### config.mk
export PLATFORM = sky130hd
export DESIGN_NAME = multi_channel_counter
export DESIGN_NICKNAME = d
export VERILOG_FILES = /design/src/rtl/multi_channel_counter.sv
export SDC_FILE = /design/constraint.sdc
export NUM_CORES = 1
export LEC_CHECK = 0
export ABC_AREA = 0
export ABC_CLOCK_PERIOD_IN_PS = 2150
export BUFFER_PORTS_ARGS = -buffer_cell sky130_fd_sc_hd__buf_2
export CAP_MARGIN = 30
export CORE_ASPECT_RATIO = 0.6
export CORE_MARGIN = 1.5
export CORE_UTILIZATION = 35
export CTS_BUF_LIST = sky130_fd_sc_hd__clkbuf_4 sky130_fd_sc_hd__clkbuf_8
export DETAILED_ROUTE_END_ITERATION = 8
export PLACE_DENSITY = 0.6
export SLEW_MARGIN = 20
export SYNTH_ARGS = -nofsm -noshare
export SYNTH_HDL_FRONTEND = slang
export SYNTH_SLANG_ARGS = --single-unit
### constraint.sdc
create_clock -name clk -period 2.15 [get_ports clk]
set_clock_uncertainty 0.05 [all_clocks]
set_input_delay 0.43 -clock clk [delete_from_list [all_inputs] [get_ports clk]]
set_output_delay 0.43 -clock clk [all_outputs]
set_load 0.005 [all_outputs]
### src/rtl/multi_channel_counter.sv
// multi_channel_counter: bank of independent modulo counters with load, one-shot mode,
// wrap/done status and channel-index-tagged outputs for a shared bus.
module multi_channel_counter #(
  parameter int WIDTH = 6,
  parameter int CHANNELS = 2,
  parameter int MODULO = 64,
  localparam int ID_W = (CHANNELS > 1) ? $clog2(CHANNELS) : 1
) (
  input  logic                              clk,
  input  logic                              reset,
  input  logic                              clr,
  input  logic [CHANNELS-1:0]               en,
  input  logic [CHANNELS-1:0]               up,
  input  logic [CHANNELS-1:0]               oneshot,
  input  logic [CHANNELS-1:0]               load,
  input  logic [CHANNELS*WIDTH-1:0]         load_val,
  output logic [CHANNELS*(WIDTH+ID_W)-1:0]  q,
  output logic [CHANNELS-1:0]               wrap,
  output logic [CHANNELS-1:0]               done
);
  localparam logic [WIDTH-1:0] TOP = WIDTH'(MODULO - 1);
  localparam logic [WIDTH:0] MOD_X = (WIDTH+1)'(MODULO);
  if (MODULO < 2 || MODULO > (1 << WIDTH)) begin : g_bad_modulo
    $error("multi_channel_counter: MODULO must be in 2..2**WIDTH");
  end
  if (CHANNELS < 1 || CHANNELS > 16) begin : g_bad_channels
    $error("multi_channel_counter: CHANNELS must be in 1..16");
  end
  for (genvar i = 0; i < CHANNELS; i++) begin : g_ch
    logic [WIDTH-1:0] r_cnt;
    logic [WIDTH-1:0] w_cnt_nx;
    logic [WIDTH-1:0] w_lv;
    logic             r_wrap;
    logic             r_done;
    logic             w_term;
    logic             w_adv;
    always_comb begin
      w_lv = load_val[i*WIDTH +: WIDTH];
      w_term = up[i] ? (r_cnt == TOP) : (r_cnt == '0);
      w_adv = en[i] && !r_done;
      w_cnt_nx = clr ? '0
        : load[i] ? (({1'b0, w_lv} >= MOD_X) ? TOP : w_lv)
        : !w_adv ? r_cnt
        : !w_term ? (up[i] ? r_cnt + WIDTH'(1) : r_cnt - WIDTH'(1))
        : oneshot[i] ? r_cnt
        : (up[i] ? '0 : TOP);
    end
    // clr and load both override any terminal event on the same edge
    always_ff @(posedge clk or negedge reset)
      if (!reset) begin
        r_cnt  <= '0;
        r_wrap <= 1'b0;
        r_done <= 1'b0;
      end else begin
        r_cnt  <= w_cnt_nx;
        r_wrap <= !clr && !load[i] && w_adv && w_term && !oneshot[i];
        r_done <= !clr && !load[i] && (r_done || (w_adv && w_term && oneshot[i]));
      end
    assign q[i*(WIDTH+ID_W) +: WIDTH+ID_W] = {r_cnt, ID_W'(i)};
    assign wrap[i] = r_wrap;
    assign done[i] = r_done;
  end
endmodule

== Word level (Yosys, flattened, before mapping) ==
Cells that the tools add are included.
Storage, ports and cells
  register bits after elaboration: 16
  bits in latches: 0
  bits in writable memories: 0
  memory bits (read-only): 0
  output and inout bits: 18
  logic and storage cells: 61
  memories: 0
Operators by class
  add/subtract/negate cells: 4
  multiply operators: 0
  divide/modulo/power cells: 0
  $lt $le $gt $ge: 0
  equality and inequality tests: 4
  shift-type cells: 0
  muxes and demuxes: 16
  bitwise operators: 0
  reduce and logical (&&, ||, !) cells: 31
Operators with widths (number)
  $mux 6: 14
  $logic_and 1x1->1: 16
  $add 6x1->6 const B: 2
  $eq 6x6->1 const B: 2
  $logic_not 6->1: 2
  $sub 6x1->6 const B: 2
  $ne 4x4->1 const B: 2
  $logic_not 1->1: 7
  $reduce_bool 3->1: 2
  $reduce_and 2->1: 2
  $logic_or 1x1->1: 2
  $mux 1: 2

== Logic depth before layout (Yosys ltp) ==
  word-level depth: 6
  gate-level depth with buffers: 7
  depth with buffers taken out: 7

== Least setup slack after synthesis ==
No wires, ideal clock.
  path type: flip-flop to flip-flop
  start point: register g_ch[1].r_cnt[0]
  end point: register g_ch[1].r_cnt[2]
  arrival time: 1.684 ns
  required time: 2.014 ns
  slack: 0.330 ns
  stages on the path, launching flop included: 7
  path buffers: 0
  clock period less this slack: 1.820 ns
  path through: dfrtp_1 > inv_1 > fa_1 > xor2_1 > a2111oi_0 > a211oi_1 > nor3_1
On the way
  word-level cells in the longest chain between the ends: 6
  elaborated cells on any way between the ends: 12
  classes of those cells: add/sub: 2; eq/ne: 2; mux: 6; reduce/logical: 2
Ends and longest elaborated chain
  start, declared: RTL line 30  | logic [WIDTH-1:0] r_cnt;
  start signal, assigned: RTL line 55  | r_cnt <= w_cnt_nx;
  $sub 6x1->6 (tied with other cells): RTL line 44  | : !w_term ? (up[i] ? r_cnt + WIDTH'(1) : r_cnt - WIDTH'(1))
  $mux 6 / $mux 1 (equally long branches): RTL line 44, 39
  $mux 6: RTL line 44
  $mux 6: RTL line 43  | : !w_adv ? r_cnt
  $mux 6: RTL line 42  | : load[i] ? (({1'b0, w_lv} >= MOD_X) ? TOP : w_lv)
  $mux 6: RTL line 41  | w_cnt_nx = clr ? '0
Several ways; a longest one is shown, not always the timed one. The select of a mux whose other input is x is not followed.
A chain may end at the register's enable or synchronous reset.

== Worst setup path in the final report ==
  start point: register g_ch[1].r_cnt[1]
  end point: register g_ch[1].r_cnt[5]
The elaborated chain is that of the path after synthesis.

==> flow_summary.yaml <==
drt:
  ant_nets: 0
  vias_per_cell: 5.53
  wirelength_um: 3480
  num_vias: 1349
  drt_iter0_markers: 125
  routedWlPerCell_um: 14.2
  drc: 0
  firstDrtPassIters: 4
clocking:
  clockBufferDepth: 2
  clk_pin_slew_worst_paths_ns: 0.07
  cts_setup_buffers: 0
  cts_buffers: 3
  clk-insertion-delay-late_ns: 0.25
  cts-htree-levels: 1
  clockRootBuffer: "clkbuf_8"
  cts.sinks: 16
  cts_tree: "built"
logic_synthesis:
  synth_area_per_cell_um2: 8.43
  ys_types: 30
  synth_area_um2: 1360
  synth_top_area_cell: "dfrtp_1"
  netlist_instances: 161
  synth_top_area_frac: 0.295
  syn-num-nets: 194
  synth-seq-area-share: 0.295
  ys_seq_elements: 16
  yosys_warnings: 0
  netlist_top_cells_area: "dfrtp_1 (29%), ha_1 (7.4%), nor2_1 (5.0%)"
placement:
  io_buffers: 38
  dp_hpwl_um: 2830
  place_area_um2: 1570
  routabilityCongestion: 0.931
run:
  drv_cap: 0
global_routing:
  grt_pass1_vias: 1090
  grt_max_degree: 18
  grt_usage: 0.170
  antenna_found_initial: 0
  grt_pass1_wl_um: 5650
  grt_overflow: 0
worst_setup_path:
  start_kind: "register"
  worstSetupPathType: "reg -> reg"
  reg2reg_to: "g_ch[1].r_cnt[5]$_DFFE_PN0P_"
  cp_data_required_time_ns: 2.24
  r2r_slack_ns: 0.19
  worstPathArrival_ns: 2.06
  r2r_cells: 7
  end_kind: "register"
  cp_max_fo: 6
  rr_startpoint: "g_ch[1].r_cnt[1]$_DFFE_PN0P_"
cells_and_area:
  nFillCells: 381
  layout-drive-gt1-share: 0.279
  nets: 231
  final_cell_area_um2: 1630
  synthToLayoutAreaGrowth_pct: 19.7
  multiInputGateArea_um2: 841
  antennaDiodeCount: 0
  regArea_um2: 402
floorplan:
  ios: 41
  die_w_um: 83.4
  core_area_um2: 3700
  die_h_um: 51.2
  num_rows: 17
  start_util: 0.367
  dieArea_um2: 4270
timing:
  rsz0062_at_grt: "false"
  min_period_ns: 1.96
  hold_viol_final: 0
  fin_crit_sh: 0.913
  slew_violations: 0
  finalSetupTns_ns: 0
  finalSetupViolations: 0
  hold_ws_ns: 0.0308
  fmax_mhz: 509
worst_hold_path:
  hp-class: "in -> async"
power:
  power_w: 0.000922
  pwr_density_cell_nw_per_um2: 567
  vdd_drop_max_mv: 0.240
  p_leak_nw: 0.741
run_status:
  status: "finished, final reports clean"
==> area by class of cell <==
type	count	share of cell area
clock buffer	4	0.0339
inverter	9	0.0208
multi-input combinational	124	0.517
sequential	16	0.247
tap	47	0.0362
timing repair buffer	44	0.145
==> power by group <==
group	switching, W	leakage [nW]	total, W	internal [W]
Clock	0.000102	0.0288	0.000264	0.000162
Sequential	0.0000314	0.210	0.000354	0.000322
Combinational	0.000167	0.502	0.000304	0.000137
==> placed cells by master (no fill, tap or decap), drive strengths merged, types with 4 or more instances in the layout <==
| cell type | count |
|---|---|
| buf | 44 |
| nor2 | 18 |
| dfrtp | 16 |
| a211oi | 10 |
| inv | 9 |
| nor3 | 8 |
| nand2 | 8 |
| o21ai | 8 |
| a31oi | 8 |
| ha | 8 |
| nand3 | 6 |
| xor2 | 6 |
| nor4 | 6 |
| nand4 | 4 |
| nand2b | 4 |
| and2 | 4 |
| a2111oi | 4 |
| xnor2 | 4 |
| a21oi | 4 |
| clkbuf | 4 |
==> worst max-delay path by stage <==
stage | slack [ns] | cells past startpoint | endpoint | from
3_5_place_dp | 0.04 | 8 | g_ch[1].r_cnt[5]$_DFFE_PN0P_ | up[1]
6_report | 0.19 | 7 | g_ch[1].r_cnt[5]$_DFFE_PN0P_ | g_ch[1].r_cnt[1]$_DFFE_PN0P_
3_3_place_gp | 0.12 | 8 | g_ch[0].r_cnt[5]$_DFFE_PN0P_ | up[0]
4_1_cts | 0.16 | 6 | g_ch[0].r_cnt[2]$_DFFE_PN0P_ | g_ch[0].r_cnt[1]$_DFFE_PN0P_
5_1_grt | 0.03 | 7 | g_ch[1].r_cnt[5]$_DFFE_PN0P_ | g_ch[1].r_cnt[1]$_DFFE_PN0P_
2_1_floorplan | 0.33 | 6 | g_ch[1].r_cnt[2]$_DFFE_PN0P_ | g_ch[1].r_cnt[0]$_DFFE_PN0P_
==> worst max-delay path, cell delays in order, from the launching register on <==
cell and delay, ns:
dfrtp_1 0.39, buf_4 0.16, ha_1 0.27, a211oi_1 0.34, o21bai_1 0.16, a21oi_1 0.17, nor3b_1 0.07, o32ai_1 0.26
==> state kept, by name, indices dropped and copies added, names as in the netlist <==
signal	cells
g_ch.r_done	2
g_ch.r_wrap	2
g_ch.r_cnt	12
==> kinds of logic after synthesis <==
family / after synthesis / share of synthesized area
fa+ha+maj: 10 / 0.103
simple gates: 64 / 0.253
compound gates: 38 / 0.194
buf+inv: 21 / 0.0857
xor+xnor: 10 / 0.0645
other cells: 2 / 0.00553
flops: 16 / 0.295
==> routing by layer <==
| metal | wire length [um] | track usage |
|---|---|---|
| met1 | 1910 | 0.289 |
| met2 | 1280 | 0.205 |
| met3 | 286 | 0.0517 |
| met4 | 0 | 0.00833 |
| met5 | 0 | 0 |
==> repair_timing <==
item                                    in CTS  in global routing
endpoints found under the setup margin       0                  1
gates resized for setup                      0                  1
hold buffers                                 0                  0
==> synthesized netlist by cell type <==
cell and count:
and2_1 4, inv_1 9, a211oi_2 2, nor4_1 4, buf_6 2, o32ai_1 2, xor2_1 6, or3_1 2
dfrtp_1 16, nand2_1 8, and3_4 2, nor4_2 2, a21oi_1 4, fa_1 2, clkbuf_1 4, a2111oi_0 4
o21ai_0 8, o21bai_1 2, nand4_1 4, a31oi_1 8, nor3b_1 2, nand2b_1 4, a211oi_1 8, xnor2_1 4
nor3_1 8, buf_4 6, ha_1 8, nor2_1 18, nand3_1 6, conb_1 2
==> through the flow <==
stage	setup slack, ns	instances	util
after global routing	0.0342	244	0.439
after detailed placement	0.0360	240	0.424
after global placement	0.118	240	0.424
final	0.186	244	0.439
after floorplan	0.330	161	-
after CTS	0.157	244	0.439
Power figures use the tool's default switching activity.
